==> src/rtl/meas_tx_pkg.sv <==
// Shared types and constants for the measurement TX sequencer.
// Optional frame header: define MEAS_TX_HEADER_EN.
package meas_tx_pkg;

`ifdef MEAS_TX_HEADER_EN
  localparam bit HEADER_EN = 1'b1;
`else
  localparam bit HEADER_EN = 1'b0;
`endif

  localparam logic [7:0] CMD_START   = 8'h00;
  localparam logic [7:0] CMD_STOP    = 8'h01;
  localparam logic [7:0] CMD_SINGLE  = 8'h02;
  localparam logic [7:0] HEADER_BYTE = 8'hA5;

  typedef enum logic [2:0] {
    S_IDLE,
    S_DECODE,
    S_WAIT_SUM,
    S_SEND,
    S_WAIT_ACK,
    S_WAIT_DONE,
    S_GAP
  } state_e;

  typedef enum logic [1:0] {
    MODE_OFF    = 2'd0,
    MODE_CONT   = 2'd1,
    MODE_SINGLE = 2'd2
  } mode_e;

  function automatic int frame_len(input int n);
    return n + (HEADER_EN ? 1 : 0);
  endfunction

  function automatic int sel_w(input int n);
    int w;
    w = $clog2(frame_len(n));
    return (w < 1) ? 1 : w;
  endfunction

endpackage

==> src/rtl/meas_tx_sequencer_if.sv <==
// Command/accumulator/UART-TX bundle of the sequencer.
// slave = sequencer side, master = environment side.
interface meas_tx_sequencer_if #(
  parameter int SEL_W = 2
);
  logic             rx_ready;
  logic [7:0]       rx_data;
  logic             sum_ready;
  logic             tx_busy;
  logic             sum_en;
  logic             tx_send;
  logic [SEL_W-1:0] send_sel;
  logic [1:0]       mode;
  logic             err_cmd;

  modport slave (
    input  rx_ready, rx_data, sum_ready, tx_busy,
    output sum_en, tx_send, send_sel, mode, err_cmd
  );

  modport master (
    output rx_ready, rx_data, sum_ready, tx_busy,
    input  sum_en, tx_send, send_sel, mode, err_cmd
  );
endinterface

==> src/rtl/meas_tx_sequencer_timer.sv <==
// State timer: clears on request, else counts up and saturates.
// Compares against the ack timeout and the inter-byte gap.
module seq_timer #(
  parameter int TIMER_W     = 16,
  parameter int GAP_CYCLES  = 100,
  parameter int ACK_TIMEOUT = 64
) (
  input  logic clk,
  input  logic reset_n,
  input  logic clear,
  output logic ack_to,
  output logic gap_done
);
  logic [TIMER_W-1:0] cnt_q;

  // count time spent in the current state
  always_ff @(posedge clk or negedge reset_n) begin
    if (!reset_n) begin
      cnt_q <= '0;
    end else if (clear) begin
      cnt_q <= '0;
    end else if (cnt_q != '1) begin
      cnt_q <= cnt_q + 1'b1;
    end
  end

  assign ack_to   = cnt_q >= TIMER_W'(ACK_TIMEOUT);
  assign gap_done = cnt_q >= TIMER_W'(GAP_CYCLES - 1);
endmodule

==> src/rtl/meas_tx_sequencer.sv <==
// UART command decoder and result-frame TX sequencer.
// Frame header enabled by MEAS_TX_HEADER_EN (see pkg).
module meas_tx_sequencer
  import meas_tx_pkg::*;
#(
  parameter int NUM_BYTES   = 3,
  parameter int GAP_CYCLES  = 100,
  parameter int ACK_TIMEOUT = 64,
  parameter int TIMER_W     = 16
) (
  input logic                clk,
  input logic                reset_n,
  meas_tx_sequencer_if.slave bus
);
  localparam int SEL_W = sel_w(NUM_BYTES);
  localparam logic [SEL_W-1:0] LAST_IDX =
    SEL_W'(NUM_BYTES - 1);
  localparam logic [SEL_W-1:0] FIRST_IDX =
    HEADER_EN ? SEL_W'(NUM_BYTES) : SEL_W'(0);

  state_e           state_q, state_n;
  mode_e            mode_q, mode_n;
  logic [SEL_W-1:0] idx_q, idx_n;
  logic [SEL_W-1:0] idx_inc;
  logic             pend_q, pend_n;
  logic [7:0]       cmd_q;
  logic             in_frame;
  logic             known;
  logic             ack_to;
  logic             gap_done;

  seq_timer #(
    .TIMER_W    (TIMER_W),
    .GAP_CYCLES (GAP_CYCLES),
    .ACK_TIMEOUT(ACK_TIMEOUT)
  ) u_timer (
    .clk     (clk),
    .reset_n (reset_n),
    .clear   (state_n != state_q),
    .ack_to  (ack_to),
    .gap_done(gap_done)
  );

  assign in_frame = (state_q == S_SEND)
                 || (state_q == S_WAIT_ACK)
                 || (state_q == S_WAIT_DONE)
                 || (state_q == S_GAP);

  assign known = (cmd_q == CMD_START)
              || (cmd_q == CMD_STOP)
              || (cmd_q == CMD_SINGLE);

  // header code wraps to the first data byte
  assign idx_inc = (HEADER_EN && idx_q == FIRST_IDX)
                 ? '0 : idx_q + 1'b1;

  // state, mode, index, pending flag, command latch
  always_ff @(posedge clk or negedge reset_n) begin
    if (!reset_n) begin
      state_q <= S_IDLE;
      mode_q  <= MODE_OFF;
      idx_q   <= '0;
      pend_q  <= 1'b0;
      cmd_q   <= '0;
    end else begin
      state_q <= state_n;
      mode_q  <= mode_n;
      idx_q   <= idx_n;
      pend_q  <= pend_n;
      if (bus.rx_ready) cmd_q <= bus.rx_data;
    end
  end

  // next-state logic; frames always run to completion
  always_comb begin
    state_n = state_q;
    mode_n  = mode_q;
    idx_n   = idx_q;
    pend_n  = pend_q;
    if (bus.rx_ready && in_frame) pend_n = 1'b1;
    unique case (state_q)
      S_IDLE: begin
        if (bus.rx_ready) state_n = S_DECODE;
      end
      S_DECODE: begin
        pend_n = 1'b0;
        if (!bus.rx_ready) begin
          unique case (1'b1)
            cmd_q == CMD_START: begin
              mode_n  = MODE_CONT;
              state_n = S_WAIT_SUM;
            end
            cmd_q == CMD_SINGLE: begin
              mode_n  = MODE_SINGLE;
              state_n = S_WAIT_SUM;
            end
            cmd_q == CMD_STOP: begin
              mode_n  = MODE_OFF;
              state_n = S_IDLE;
            end
            default: begin
              state_n = (mode_q == MODE_OFF)
                      ? S_IDLE : S_WAIT_SUM;
            end
          endcase
        end
      end
      S_WAIT_SUM: begin
        if (bus.rx_ready) begin
          state_n = S_DECODE;
        end else if (bus.sum_ready) begin
          state_n = S_SEND;
          idx_n   = FIRST_IDX;
        end
      end
      S_SEND: begin
        state_n = S_WAIT_ACK;
      end
      S_WAIT_ACK: begin
        if (bus.tx_busy) state_n = S_WAIT_DONE;
        else if (ack_to) state_n = S_GAP;
      end
      S_WAIT_DONE: begin
        if (!bus.tx_busy) state_n = S_GAP;
      end
      S_GAP: begin
        if (gap_done) begin
          if (idx_q != LAST_IDX) begin
            idx_n   = idx_inc;
            state_n = S_SEND;
          end else begin
            idx_n = '0;
            if (mode_q == MODE_SINGLE) mode_n = MODE_OFF;
            if (pend_q || bus.rx_ready) begin
              pend_n  = 1'b0;
              state_n = S_DECODE;
            end else if (mode_q == MODE_CONT) begin
              state_n = S_WAIT_SUM;
            end else begin
              state_n = S_IDLE;
            end
          end
        end
      end
      default: begin
        state_n = S_IDLE;
      end
    endcase
  end

  assign bus.sum_en   = (state_q == S_WAIT_SUM);
  assign bus.tx_send  = (state_q == S_SEND);
  assign bus.send_sel = idx_q;
  assign bus.mode     = mode_q;
  assign bus.err_cmd  = (state_q == S_DECODE) && !known;
endmodule

==> src/flat_wrapper.sv <==
// flat-port wrapper written by rule: the top's interface ports become plain ports
module meas_tx_sequencer_flat import meas_tx_pkg::*;
#(
  parameter int NUM_BYTES   = 3,
  parameter int GAP_CYCLES  = 100,
  parameter int ACK_TIMEOUT = 64,
  parameter int TIMER_W     = 16
)
  (clk, reset_n, bus_rx_ready, bus_rx_data, bus_sum_ready, bus_tx_busy, bus_sum_en, bus_tx_send, bus_send_sel, bus_mode, bus_err_cmd);
  meas_tx_sequencer_if #(.SEL_W((2))) bus_i ();
  input logic clk;
  input logic reset_n;
  input wire logic [$bits(bus_i.rx_ready)-1:0] bus_rx_ready;
  input wire logic [$bits(bus_i.rx_data)-1:0] bus_rx_data;
  input wire logic [$bits(bus_i.sum_ready)-1:0] bus_sum_ready;
  input wire logic [$bits(bus_i.tx_busy)-1:0] bus_tx_busy;
  output wire logic [$bits(bus_i.sum_en)-1:0] bus_sum_en;
  output wire logic [$bits(bus_i.tx_send)-1:0] bus_tx_send;
  output wire logic [$bits(bus_i.send_sel)-1:0] bus_send_sel;
  output wire logic [$bits(bus_i.mode)-1:0] bus_mode;
  output wire logic [$bits(bus_i.err_cmd)-1:0] bus_err_cmd;
  assign bus_i.rx_ready = bus_rx_ready;
  assign bus_i.rx_data = bus_rx_data;
  assign bus_i.sum_ready = bus_sum_ready;
  assign bus_i.tx_busy = bus_tx_busy;
  assign bus_sum_en = bus_i.sum_en;
  assign bus_tx_send = bus_i.tx_send;
  assign bus_send_sel = bus_i.send_sel;
  assign bus_mode = bus_i.mode;
  assign bus_err_cmd = bus_i.err_cmd;
  meas_tx_sequencer #(.NUM_BYTES(NUM_BYTES), .GAP_CYCLES(GAP_CYCLES), .ACK_TIMEOUT(ACK_TIMEOUT), .TIMER_W(TIMER_W)) u_core (.clk(clk), .reset_n(reset_n), .bus(bus_i));
endmodule
==> config.mk <==
export PLATFORM = sky130hd
export DESIGN_NAME = meas_tx_sequencer_flat
export DESIGN_NICKNAME = d
export VERILOG_FILES = /design/src/rtl/meas_tx_pkg.sv /design/src/rtl/meas_tx_sequencer_if.sv /design/src/rtl/meas_tx_sequencer_timer.sv /design/src/rtl/meas_tx_sequencer.sv /design/src/flat_wrapper.sv
export SDC_FILE = /design/constraint.sdc
export NUM_CORES = 1
export LEC_CHECK = 0
export CAP_MARGIN = 20
export CORE_MARGIN = 2
export CORE_UTILIZATION = 35
export DETAILED_ROUTE_END_ITERATION = 8
export DONT_BUFFER_PORTS = 1
export PLACE_DENSITY = 0.45
export REMOVE_ABC_BUFFERS = 1
export SLEW_MARGIN = 15
export SYNTH_ARGS = -nofsm -noshare
export SYNTH_HDL_FRONTEND = slang
export SYNTH_SLANG_ARGS = --single-unit
==> constraint.sdc <==
create_clock -name clk -period 2.8 [get_ports clk]
set_clock_uncertainty 0.05 [all_clocks]
set_input_delay 0 -clock clk [delete_from_list [all_inputs] [get_ports clk]]
set_output_delay 0 -clock clk [all_outputs]
set_load 0.01 [all_outputs]
==> reports/results.tsv <==
metric	value	unit
Total Neg Setup Slack	0	ns
fmax	0.413	GHz
clock buffer depth	2	
run status	finished, final reports clean	
Placer Congestion	0.795	
LEAKAGE	0.877	nW
vias per cell	5.22	
cts bufs inserted	5	
IO Pins	20	
post-DP HPWL	2840	um
worst reg2reg endpoint	u_core.state_q[0]	
power density cells	720	mW/mm2
Crit Path Max Fanout	7	
DRC viols	0	
register area share after synthesis	0.429	
later-pin clock latency in the skew report	0.29	ns
crit path kind	flop to flop	
share of flip-flops with an asynchronous set or reset	1.00	
Distinct cells, synth	49	
FF+latch count, synth	32	
Chip Height	77.0	um
drt pass-1 iters	4	
final wirelength	4150	um
All-Layer GR Usage	0.155	
P&R area growth vs syn	19.4	%
Worst VDD drop	0.263	mV
Internal	985	uW
Sequential Power Share	0.409	
Net Sw Power	620	uW
min-delay worst type	input port to flop	
PortBufs	0	
Post-synth top flop	dfrtp_1	
WHS Path Cells	3	
antenna violations before repair	0	
Final ANT Viol Nets	0	
pin count of the biggest net entering global routing	33	
area used by multi-input combinational logic	990	um2
drt initial violations	77	
post-CTS setup buffers	0	
clk sink count	32	
Worst-path clk slew	0.07	ns
NumNets Final	223	
worst slew pin tran	0.500	ns
Slew HR	0.665	
Syn Std Cell Area	0.00187	mm2
synth warn	0	
CP Capture Type	flop	
Clock Power Share	0.233	
final hold vios	0	
FF-to-FF path depth	7	
Sw Share	0.386	
core footprint	0.00514	mm2
DR vias	1457	
Logic pwr share	0.358	
Reg area	801	um2
Slew Viols, Final	0	
Hold EP	u_core.state_q[1]	
Root Buffer	clkbuf_8	
count of final setup violators	0	
first-pass GRT wire length	7250	um
reg2reg start	u_core.u_timer.cnt_q[0]	
initial core utilization	0.363	
hold slack	0.0822	ns
RSZ-0062 raised after global routing	false	
number of max-cap violations	0	
Die W	77.0	um
FP Rows	26	
number of global-route vias before repair	1540	
min-delay src	bus_rx_ready	
syn_area_per_cell	10.0	um2
Post-synth EDFFs	0	
# H-tree levels	2	
gr ovfl total	0	
Synth Instances	186	
share of layout cells above drive strength 1	0.148	
flop2flop setup slack	0.38	ns
Layout fillers	549	
CTS tree	built	
crit path time final	2.42	ns
Die ar.	0.00593	mm2
Critical Path RT	2.92	ns
Worst EP arrival	2.54	ns
post-DR wirelength/cell	14.9	um
Antenna Cells	0	
CP startpoint kind	flop	
Tcrit/Tclk final	0.865	
post-CTS sizing	0	
-- power by group through the flow --
stage               combinational [mW]  sequential [mW]  clock (mW)
floorplan                        0.400            0.655           0
global placement                 0.519            0.661           0
detailed placement               0.526            0.665           0
CTS                              0.581            0.655       0.394
global route                     0.646            0.675       0.410
finish                           0.574            0.657       0.374
-- worst max-delay path, cell delays in order, from the launching register on --
cell and delay [ns]:
dfrtp_1 0.43, ha_1 0.30, nor4_1 0.23, o2111ai_1 0.24, and2_1 0.29, o31ai_1 0.08, o211ai_1 0.12, dlygate4sd3_1 0.57
-- through the flow --
stage                     setup slack, ns  std cells  power, mW  utilization  cell area, um2
final                               0.377        279       1.60        0.434            2230
after global routing                0.105        279       1.73        0.434            2230
after CTS                           0.369        279       1.63        0.434            2230
after detailed placement            0.374        250       1.19        0.373            1920
after global placement              0.382        250       1.18        0.373            1920
after floorplan                     0.782        179       1.06            -            1820
-- layout make-up --
| type | count | share of cell area |
|---|---|---|
| inverters | 8 | 0.0135 |
| clock inverters | 2 | 0.00449 |
| clock buffers | 6 | 0.0371 |
| flip-flops and latches | 32 | 0.359 |
| repair buffers | 22 | 0.102 |
| multi-input cells | 139 | 0.444 |
| well taps | 70 | 0.0393 |
-- worst max-delay path by stage --
| stage | slack [ns] | from | to |
|---|---|---|---|
| finish | 0.38 | u_core.u_timer.cnt_q[0] | u_core.state_q[0] |
| global route | 0.11 | u_core.state_q[1] | u_core.u_timer.cnt_q[6] |
| CTS | 0.37 | u_core.u_timer.cnt_q[15] | u_core.state_q[0] |
| detailed placement | 0.37 | u_core.state_q[1] | u_core.u_timer.cnt_q[10] |
| global placement | 0.38 | u_core.state_q[1] | u_core.u_timer.cnt_q[15] |
| floorplan | 0.78 | u_core.state_q[1] | u_core.u_timer.cnt_q[2] |
-- timing repair --
| item | CTS | global route |
|---|---|---|
| hold endpoints to repair | 46 | 0 |
| hold buffers | 21 | 0 |
| setup endpoints to repair | 0 | 0 |
-- Yosys cell counts, drive strengths merged, types with 3 or more instances --
cell / n / area share
a21oi: 7 / 0.021
and4: 3 / 0.014
buf: 5 / 0.021
dfrtp: 32 / 0.43
inv: 8 / 0.016
mux2: 10 / 0.060
nand2: 13 / 0.026
nand3: 7 / 0.025
nand4: 7 / 0.023
nor2: 23 / 0.046
nor3: 6 / 0.022
nor3b: 3 / 0.018
nor4: 4 / 0.013
o211ai: 3 / 0.019
o21ai: 8 / 0.021
or4: 3 / 0.014
xnor2: 8 / 0.042
xor2: 6 / 0.028
-- placed cells by master, fill, tap and decap left out, types with 2 or more instances in the layout --
master	Yosys	layout
nand2b_1	2	2
nor3b_1	2	2
mux2_2	10	10
nand4_1	7	7
nor2b_1	2	2
or4_1	2	2
nor4_1	4	4
and2_1	2	2
clkbuf_8	0	6
o21ai_0	8	8
and4_1	3	3
clkinv_2	0	2
or3_1	2	2
nor2_1	23	23
xnor2_1	7	7
dfrtp_1	32	32
o211ai_1	2	2
nand2_1	13	13
nor3_1	5	5
dlygate4sd3_1	0	20
nand3_1	6	6
inv_1	8	8
mux2i_1	2	2
ha_1	2	2
a31oi_1	2	2
xor2_1	6	6
a21o_1	2	2
a21oi_1	6	6
-- sequential cells by signal, indices dropped and copies added (netlist names) --
register,cells
u_core.bus.mode,2
u_core.u_timer.cnt_q,16
u_core.pend_q,1
u_core.state_q,3
u_core.cmd_q,8
u_core.bus.send_sel,2
-- metal layers --
layer  part of all wire  GRT usage
met5                  0          0
met4              0.021     0.0696
met3              0.042     0.0447
met2               0.51      0.267
met1               0.42      0.179
-- cells by family after synthesis --
logic type | count (synthesis) | share of synthesized area
and+or+nand+nor | 80 | 0.251
DFF | 32 | 0.429
AOI/OAI and AO/OA | 31 | 0.125
buffers and inverters | 15 | 0.0409
xor gates and xnor gates | 14 | 0.0697
muxes | 12 | 0.0710
adders and majority gates | 2 | 0.0134
No activity file was read; power rests on OpenSTA's default activity.
